==> src/rtl/mem_ctrl.sv <==
// Byte-serial memory controller: arbitrates an instruction-fetch port and a
// load/store port onto a single 8-bit synchronous RAM interface.
module mem_ctrl (
    input  logic        clk,
    input  logic        rst,
    input  logic        rdy,
    input  logic        if_req,
    input  logic [31:0] if_addr,
    input  logic        if_flush,
    output logic        if_done,
    output logic [31:0] if_data,
    input  logic        ls_req,
    input  logic        ls_we,
    input  logic [1:0]  ls_size,
    input  logic [31:0] ls_addr,
    input  logic [31:0] ls_wdata,
    output logic        ls_done,
    output logic [31:0] ls_rdata,
    output logic [31:0] mem_a,
    output logic        mem_wr,
    output logic [7:0]  mem_dout,
    input  logic [7:0]  mem_din
);

    typedef enum logic [1:0] {IDLE, IF_RD, LS_RD, LS_WR} state_t;

    localparam logic LG_IF = 1'b0;
    localparam logic LG_LS = 1'b1;

    function automatic logic [7:0] byte_of(input logic [31:0] w, input logic [2:0] i);
        case (i)
            3'd0:    byte_of = w[7:0];
            3'd1:    byte_of = w[15:8];
            3'd2:    byte_of = w[23:16];
            default: byte_of = w[31:24];
        endcase
    endfunction

    function automatic logic [31:0] put_byte(input logic [31:0] w, input logic [2:0] i,
                                             input logic [7:0] b);
        logic [31:0] r;
        r = w;
        case (i)
            3'd0:    r[7:0]   = b;
            3'd1:    r[15:8]  = b;
            3'd2:    r[23:16] = b;
            default: r[31:24] = b;
        endcase
        return r;
    endfunction

    function automatic logic [2:0] size_n(input logic [1:0] s);
        case (s)
            2'd0:    size_n = 3'd1;
            2'd1:    size_n = 3'd2;
            default: size_n = 3'd4;
        endcase
    endfunction

    function automatic logic [31:0] size_mask(input logic [2:0] n);
        case (n)
            3'd1:    size_mask = 32'h0000_00FF;
            3'd2:    size_mask = 32'h0000_FFFF;
            default: size_mask = 32'hFFFF_FFFF;
        endcase
    endfunction

    state_t      state_q, state_d;
    logic [2:0]  cnt_q, cnt_d;
    logic [2:0]  n_q, n_d;
    logic        lg_q, lg_d;
    logic        stall_q, stall_d;
    logic [31:0] base_q, base_d;
    logic [31:0] wdata_q, wdata_d;
    logic [31:0] buf_q, buf_d;
    logic [31:0] mem_a_q, mem_a_d;
    logic        mem_wr_q, mem_wr_d;
    logic [7:0]  mem_dout_q, mem_dout_d;
    logic        if_done_q, if_done_d;
    logic [31:0] if_data_q, if_data_d;
    logic        ls_done_q, ls_done_d;
    logic [31:0] ls_rdata_q, ls_rdata_d;

    logic        if_vld;
    logic        can_accept;
    logic        grant_ls;
    logic        grant_if;
    logic [2:0]  cnt_inc;
    logic [31:0] a_next;
    logic [31:0] buf_ins;

    always_comb begin
        state_d    = state_q;
        cnt_d      = cnt_q;
        n_d        = n_q;
        lg_d       = lg_q;
        stall_d    = stall_q;
        base_d     = base_q;
        wdata_d    = wdata_q;
        buf_d      = buf_q;
        mem_a_d    = mem_a_q;
        mem_wr_d   = mem_wr_q;
        mem_dout_d = mem_dout_q;
        if_done_d  = if_done_q;
        if_data_d  = if_data_q;
        ls_done_d  = ls_done_q;
        ls_rdata_d = ls_rdata_q;

        if_vld     = if_req && !if_flush;
        can_accept = (state_q == IDLE) && !if_done_q && !ls_done_q;
        grant_ls   = ls_req && (!if_vld || (lg_q == LG_IF));
        grant_if   = if_vld && !grant_ls;
        cnt_inc    = cnt_q + 3'd1;
        a_next     = base_q + {29'd0, cnt_inc};
        // mem_din carries the byte addressed during the previous cycle
        buf_ins    = (cnt_q != 3'd0) ? put_byte(buf_q, cnt_q - 3'd1, mem_din) : buf_q;

        if (!rdy) begin
            // Everything holds; the stall flag tells the resume cycle what to redo
            mem_wr_d = 1'b0;
            if (state_q != IDLE) stall_d = 1'b1;
        end else begin
            if_done_d = 1'b0;
            ls_done_d = 1'b0;
            case (state_q)
                IDLE: begin
                    if (can_accept && (grant_ls || grant_if)) begin
                        base_d  = grant_ls ? ls_addr : if_addr;
                        mem_a_d = grant_ls ? ls_addr : if_addr;
                        n_d     = grant_ls ? size_n(ls_size) : 3'd4;
                        wdata_d = ls_wdata;
                        buf_d   = '0;
                        cnt_d   = 3'd0;
                        lg_d    = grant_ls ? LG_LS : LG_IF;
                        if (grant_ls && ls_we) begin
                            state_d    = LS_WR;
                            mem_wr_d   = 1'b1;
                            mem_dout_d = ls_wdata[7:0];
                        end else begin
                            state_d    = grant_ls ? LS_RD : IF_RD;
                            mem_wr_d   = 1'b0;
                            mem_dout_d = 8'd0;
                        end
                    end
                end
                IF_RD, LS_RD: begin
                    mem_wr_d   = 1'b0;
                    mem_dout_d = 8'd0;
                    if ((state_q == IF_RD) && if_flush) begin
                        state_d = IDLE;
                        stall_d = 1'b0;
                    end else if (stall_q) begin
                        // Bytes in flight during the stall are lost; start over
                        stall_d = 1'b0;
                        cnt_d   = 3'd0;
                        mem_a_d = base_q;
                    end else begin
                        buf_d = buf_ins;
                        if (cnt_q == n_q) begin
                            state_d = IDLE;
                            if (state_q == IF_RD) begin
                                if_done_d = 1'b1;
                                if_data_d = buf_ins;
                            end else begin
                                ls_done_d  = 1'b1;
                                ls_rdata_d = buf_ins & size_mask(n_q);
                            end
                        end else begin
                            cnt_d   = cnt_inc;
                            mem_a_d = a_next;
                        end
                    end
                end
                LS_WR: begin
                    if (stall_q) begin
                        // Re-issue the byte at the frozen count
                        stall_d  = 1'b0;
                        mem_wr_d = 1'b1;
                    end else if (cnt_q == (n_q - 3'd1)) begin
                        state_d    = IDLE;
                        ls_done_d  = 1'b1;
                        mem_wr_d   = 1'b0;
                        mem_dout_d = 8'd0;
                    end else begin
                        cnt_d      = cnt_inc;
                        mem_a_d    = a_next;
                        mem_dout_d = byte_of(wdata_q, cnt_inc);
                        mem_wr_d   = 1'b1;
                    end
                end
                default: state_d = IDLE;
            endcase
        end
    end

    always_ff @(posedge clk or negedge rst) begin
        if (!rst) begin
            state_q    <= IDLE;
            cnt_q      <= 3'd0;
            lg_q       <= LG_IF;
            stall_q    <= 1'b0;
            mem_a_q    <= 32'd0;
            mem_wr_q   <= 1'b0;
            mem_dout_q <= 8'd0;
            if_done_q  <= 1'b0;
            if_data_q  <= 32'd0;
            ls_done_q  <= 1'b0;
            ls_rdata_q <= 32'd0;
        end else begin
            state_q    <= state_d;
            cnt_q      <= cnt_d;
            lg_q       <= lg_d;
            stall_q    <= stall_d;
            mem_a_q    <= mem_a_d;
            mem_wr_q   <= mem_wr_d;
            mem_dout_q <= mem_dout_d;
            if_done_q  <= if_done_d;
            if_data_q  <= if_data_d;
            ls_done_q  <= ls_done_d;
            ls_rdata_q <= ls_rdata_d;
        end
    end

    // Transaction operands are always written at grant before use
    always_ff @(posedge clk) begin
        base_q  <= base_d;
        n_q     <= n_d;
        wdata_q <= wdata_d;
        buf_q   <= buf_d;
    end

    assign if_done  = if_done_q;
    assign if_data  = if_data_q;
    assign ls_done  = ls_done_q;
    assign ls_rdata = ls_rdata_q;
    assign mem_a    = mem_a_q;
    assign mem_wr   = mem_wr_q;
    assign mem_dout = mem_dout_q;

endmodule

==> config.mk <==
export PLATFORM = sky130hd
export DESIGN_NAME = mem_ctrl
export DESIGN_NICKNAME = d
export VERILOG_FILES = /design/src/rtl/mem_ctrl.sv
export SDC_FILE = /design/constraint.sdc
export NUM_CORES = 1
export LEC_CHECK = 0
export CORE_UTILIZATION = 53
export CTS_BUF_LIST = sky130_fd_sc_hd__clkbuf_4
export DETAILED_ROUTE_END_ITERATION = 10
export HOLD_SLACK_MARGIN = 0.06
export PLACE_DENSITY = 0.89
export SYNTH_ARGS = -nofsm -noshare
export SYNTH_HDL_FRONTEND = slang
export SYNTH_SLANG_ARGS = --single-unit
==> constraint.sdc <==
create_clock -name clk -period 8.1 [get_ports clk]
set_input_delay 1.215 -clock clk [delete_from_list [all_inputs] [get_ports clk]]
set_output_delay 1.215 -clock clk [all_outputs]
set_load 0.02 [all_outputs]
==> metrics.yaml <==
path_class: "primary input to flip-flop"
mostFrequentLayoutCells: "clkdlybuf4s50_1, nand2_1, dfrtp_1"
portBuffers: 219
core_area_um2: 18800
max_freq_mhz: 249
fin_crit_ns: 4.01
place_congestion: 0.896
layout_commonest_cell: "clkdlybuf4s50_1"
pwr-share-clk_pct: 19.2
num_vias: 8510
cp-end-kind: "flip-flop"
syn_avg_cell_area_um2: 10.5
rr_worst_depth: 5
synthSimpleGateAreaFrac_pct: 17.3
critPathSlowestCell: "nand4_4"
drv_slew: 0
synth-seq-cells: 213
synth_nets: 1110
fillerInstances: 1320
grt_max_degree: 70
synth_edf_count: 99
min_to: "mem_a[2]$_DFFE_PN0P_"
die-area_um2: 19900
seq_area_frac_synth_pct: 56.8
cts_tree: "yes"
swShare_pct: 39.3
yosysWarnings: 0
crit_fanout: 69
hold_class: "flip-flop to flip-flop"
hold_viol_final: 0
rows: 50
dp.cells: 1409
synthXorXnorAreaFrac_pct: 0.902
postCtsHoldBufs: 0
insertion_delay_ns: 0.69
ys.flop_type: "dfrtp_1"
peakVddDrop_mv: 0.206
wl_per_cell_um: 17.8
cp-start-kind: "primary input"
reg2reg_slack_ns: 4.73
rsz0062_at_grt: "no"
nets: 1337
grt_pass1_wl_mm: 42.5
outcome: "complete, no violations"
clockRootBuffer: "clkbuf_4"
setup_violations: 0
syn2layout_area_growth_pct: 29.1
cp.arrival_ns: 4.59
cts_made_buffers: 53
hold_start: "mem_a[2]$_DFFE_PN0P_"
io_pins: 220
synthesis.area_um2: 10300
final_cells: 1504
min_path_cells: 2
route.detailed.drc: 0
internal_power_uw: 2840
max_cap_viol_count: 0
postCtsSetupRepairBufs: 0
required_ns: 8.67
hold_slack_ns: 0.477
fin_skew_ns: 0.0562
tns_ns: 0
clk_pin_slew_ns: 0.07
die_w_um: 141
crit_chain: "clkdlybuf4s50_1 -> nor2b_1 -> o21ai_0 -> a221oi_4 -> nand4_4 -> a211oi_1 -> a21o_1"
h-tree-depth: 2
slowest_delay_ns: 0.90
finalPower_uw: 4680
powerDensity_nw_per_um2: 354
seqPwrFrac_pct: 37.2
syn_inst: 977
synth_top_family_by_area: "simple AND/OR/NAND/NOR gates"
leakagePower_uw: 0.00554
yosys.area.top_type: "edfxtp_1"
first_pass_iters: 6
tightest_slew_ns: 1.09
place_hpwl_mm: 18.4
routed_wl_mm: 26.8
synth-adder-area-share_pct: 2.51
antenna_found_initial: 0
synth_mux_area_share_pct: 4.61
synth_compound_area_share_pct: 14.4
grt_pass1_vias: 8366
regToRegEndpoint: "mem_a[29]$_DFFE_PN0P_"
synth_cell_types: 73
fin_crit_sh_pct: 49.5
fin_ws_ns: 4.09
relSlewSlack_pct: 26.8
die_h_um: 141
cts.sinks: 213
viasPerCell: 5.66
ant_nets: 0
p_comb_share_pct: 43.6
synth_top_area_share_pct: 29.0
drt_iter0_drc: 979
ys_top_cells_by_area: "edfxtp_1, dfrtp_1, nand2_1"
dp_slack_ns: 3.60
drive_above_1_share_pct: 10.4
cts.repair.resized: 0
regToRegStartpoint: "state_q[0]$_DFFE_PN0P_"
initial_core_util_pct: 54.5
clk_path_buf_depth: 3
grt_overflow: 0
p_sw_uw: 1840
antenna_cells: 0
track_usage_pct: 27.2
async_flop_share_pct: 53.5
worst max path at each step:
| stage | from | to | slack (ns) |
|---|---|---|---|
| 3_5_place_dp | if_flush | mem_a[30]$_DFFE_PN0P_ | 3.60 |
| 4_1_cts | if_flush | mem_a[29]$_DFFE_PN0P_ | 4.22 |
| 3_3_place_gp | if_flush | mem_a[30]$_DFFE_PN0P_ | 3.79 |
| 2_1_floorplan | if_req | lg_q$_DFFE_PN0P_ | 1.11 |
| 6_report | if_flush | mem_a[29]$_DFFE_PN0P_ | 4.09 |
| 5_1_grt | if_flush | mem_a[29]$_DFFE_PN0P_ | 3.96 |
Yosys cell counts, types with 9 or more instances:
cell type and count:
edfxtp_1 99, mux2i_1 36, nor4_1 12, o21ai_0 106, dfrtp_1 114, clkbuf_1 42, mux2_2 9, ha_1 19
nand2_1 203, o31ai_1 16, nor2b_1 36, nor3_1 14, inv_1 15, a31oi_1 9, a21oi_1 53, nor2_1 52
nand3_1 12
through the flow:
step,util [%],instance area [µm²]
after floorplan,-,10300
after global placement,66.7,12600
after detailed placement,66.7,12600
after CTS,70.3,13200
after global routing,70.3,13200
final,70.3,13200
critical path: cells and delay by family:
kind | cells | cell delay, ns
AO/OA/AOI/OAI | 4 | 1.80
buffers and inverters | 1 | 0.50
AND/OR/NAND/NOR | 2 | 1.05
per-layer routing:
metal	wire length [µm]	vias up	global-route usage, %	share of wire [%]
met1	10800	3993	34.4	40
met4	674	0	10.4	2.5
li1	-	4001	-	-
met3	2260	64	6.56	8.4
met2	13100	452	45.2	49
met5	0	-	0	0
cell type report:
class                      count  area (µm²)  share of cell area (%)
clock buffer                  83         623                    4.70
clock inverter                12        56.3                   0.425
inverter                      16        60.1                   0.453
multi-input combinational    690        4080                    30.8
tap                          260         325                    2.46
timing repair buffer         230        2270                    17.2
sequential                   213        5830                    44.0
kinds of logic (layout without fill, tap and decap cells):
group,Yosys count,after routing
compound gates,239,239
xor+xnor,9,9
fa+ha+maj,20,20
buf+inv,74,341
flops,213,213
mux,46,46
simple gates,376,376
power groups by stage:
stage	combinational, µW	clock, µW	sequential, µW
6_report	2040	900	1740
5_1_grt	2210	975	1770
4_1_cts	2040	916	1740
3_5_place_dp	2030	0	1750
3_3_place_gp	1960	0	1740
2_1_floorplan	1030	0	1970
registers in the layout, indices dropped and copies added, names as in the netlist, 3 cells and up:
| name | cells |
|---|---|
| buf_q | 32 |
| mem_dout | 8 |
| mem_a | 32 |
| if_data | 32 |
| ls_rdata | 32 |
| wdata_q | 32 |
| n_q | 3 |
| base_q | 32 |
| cnt_q | 3 |
(Power assumes the default switching activity.)
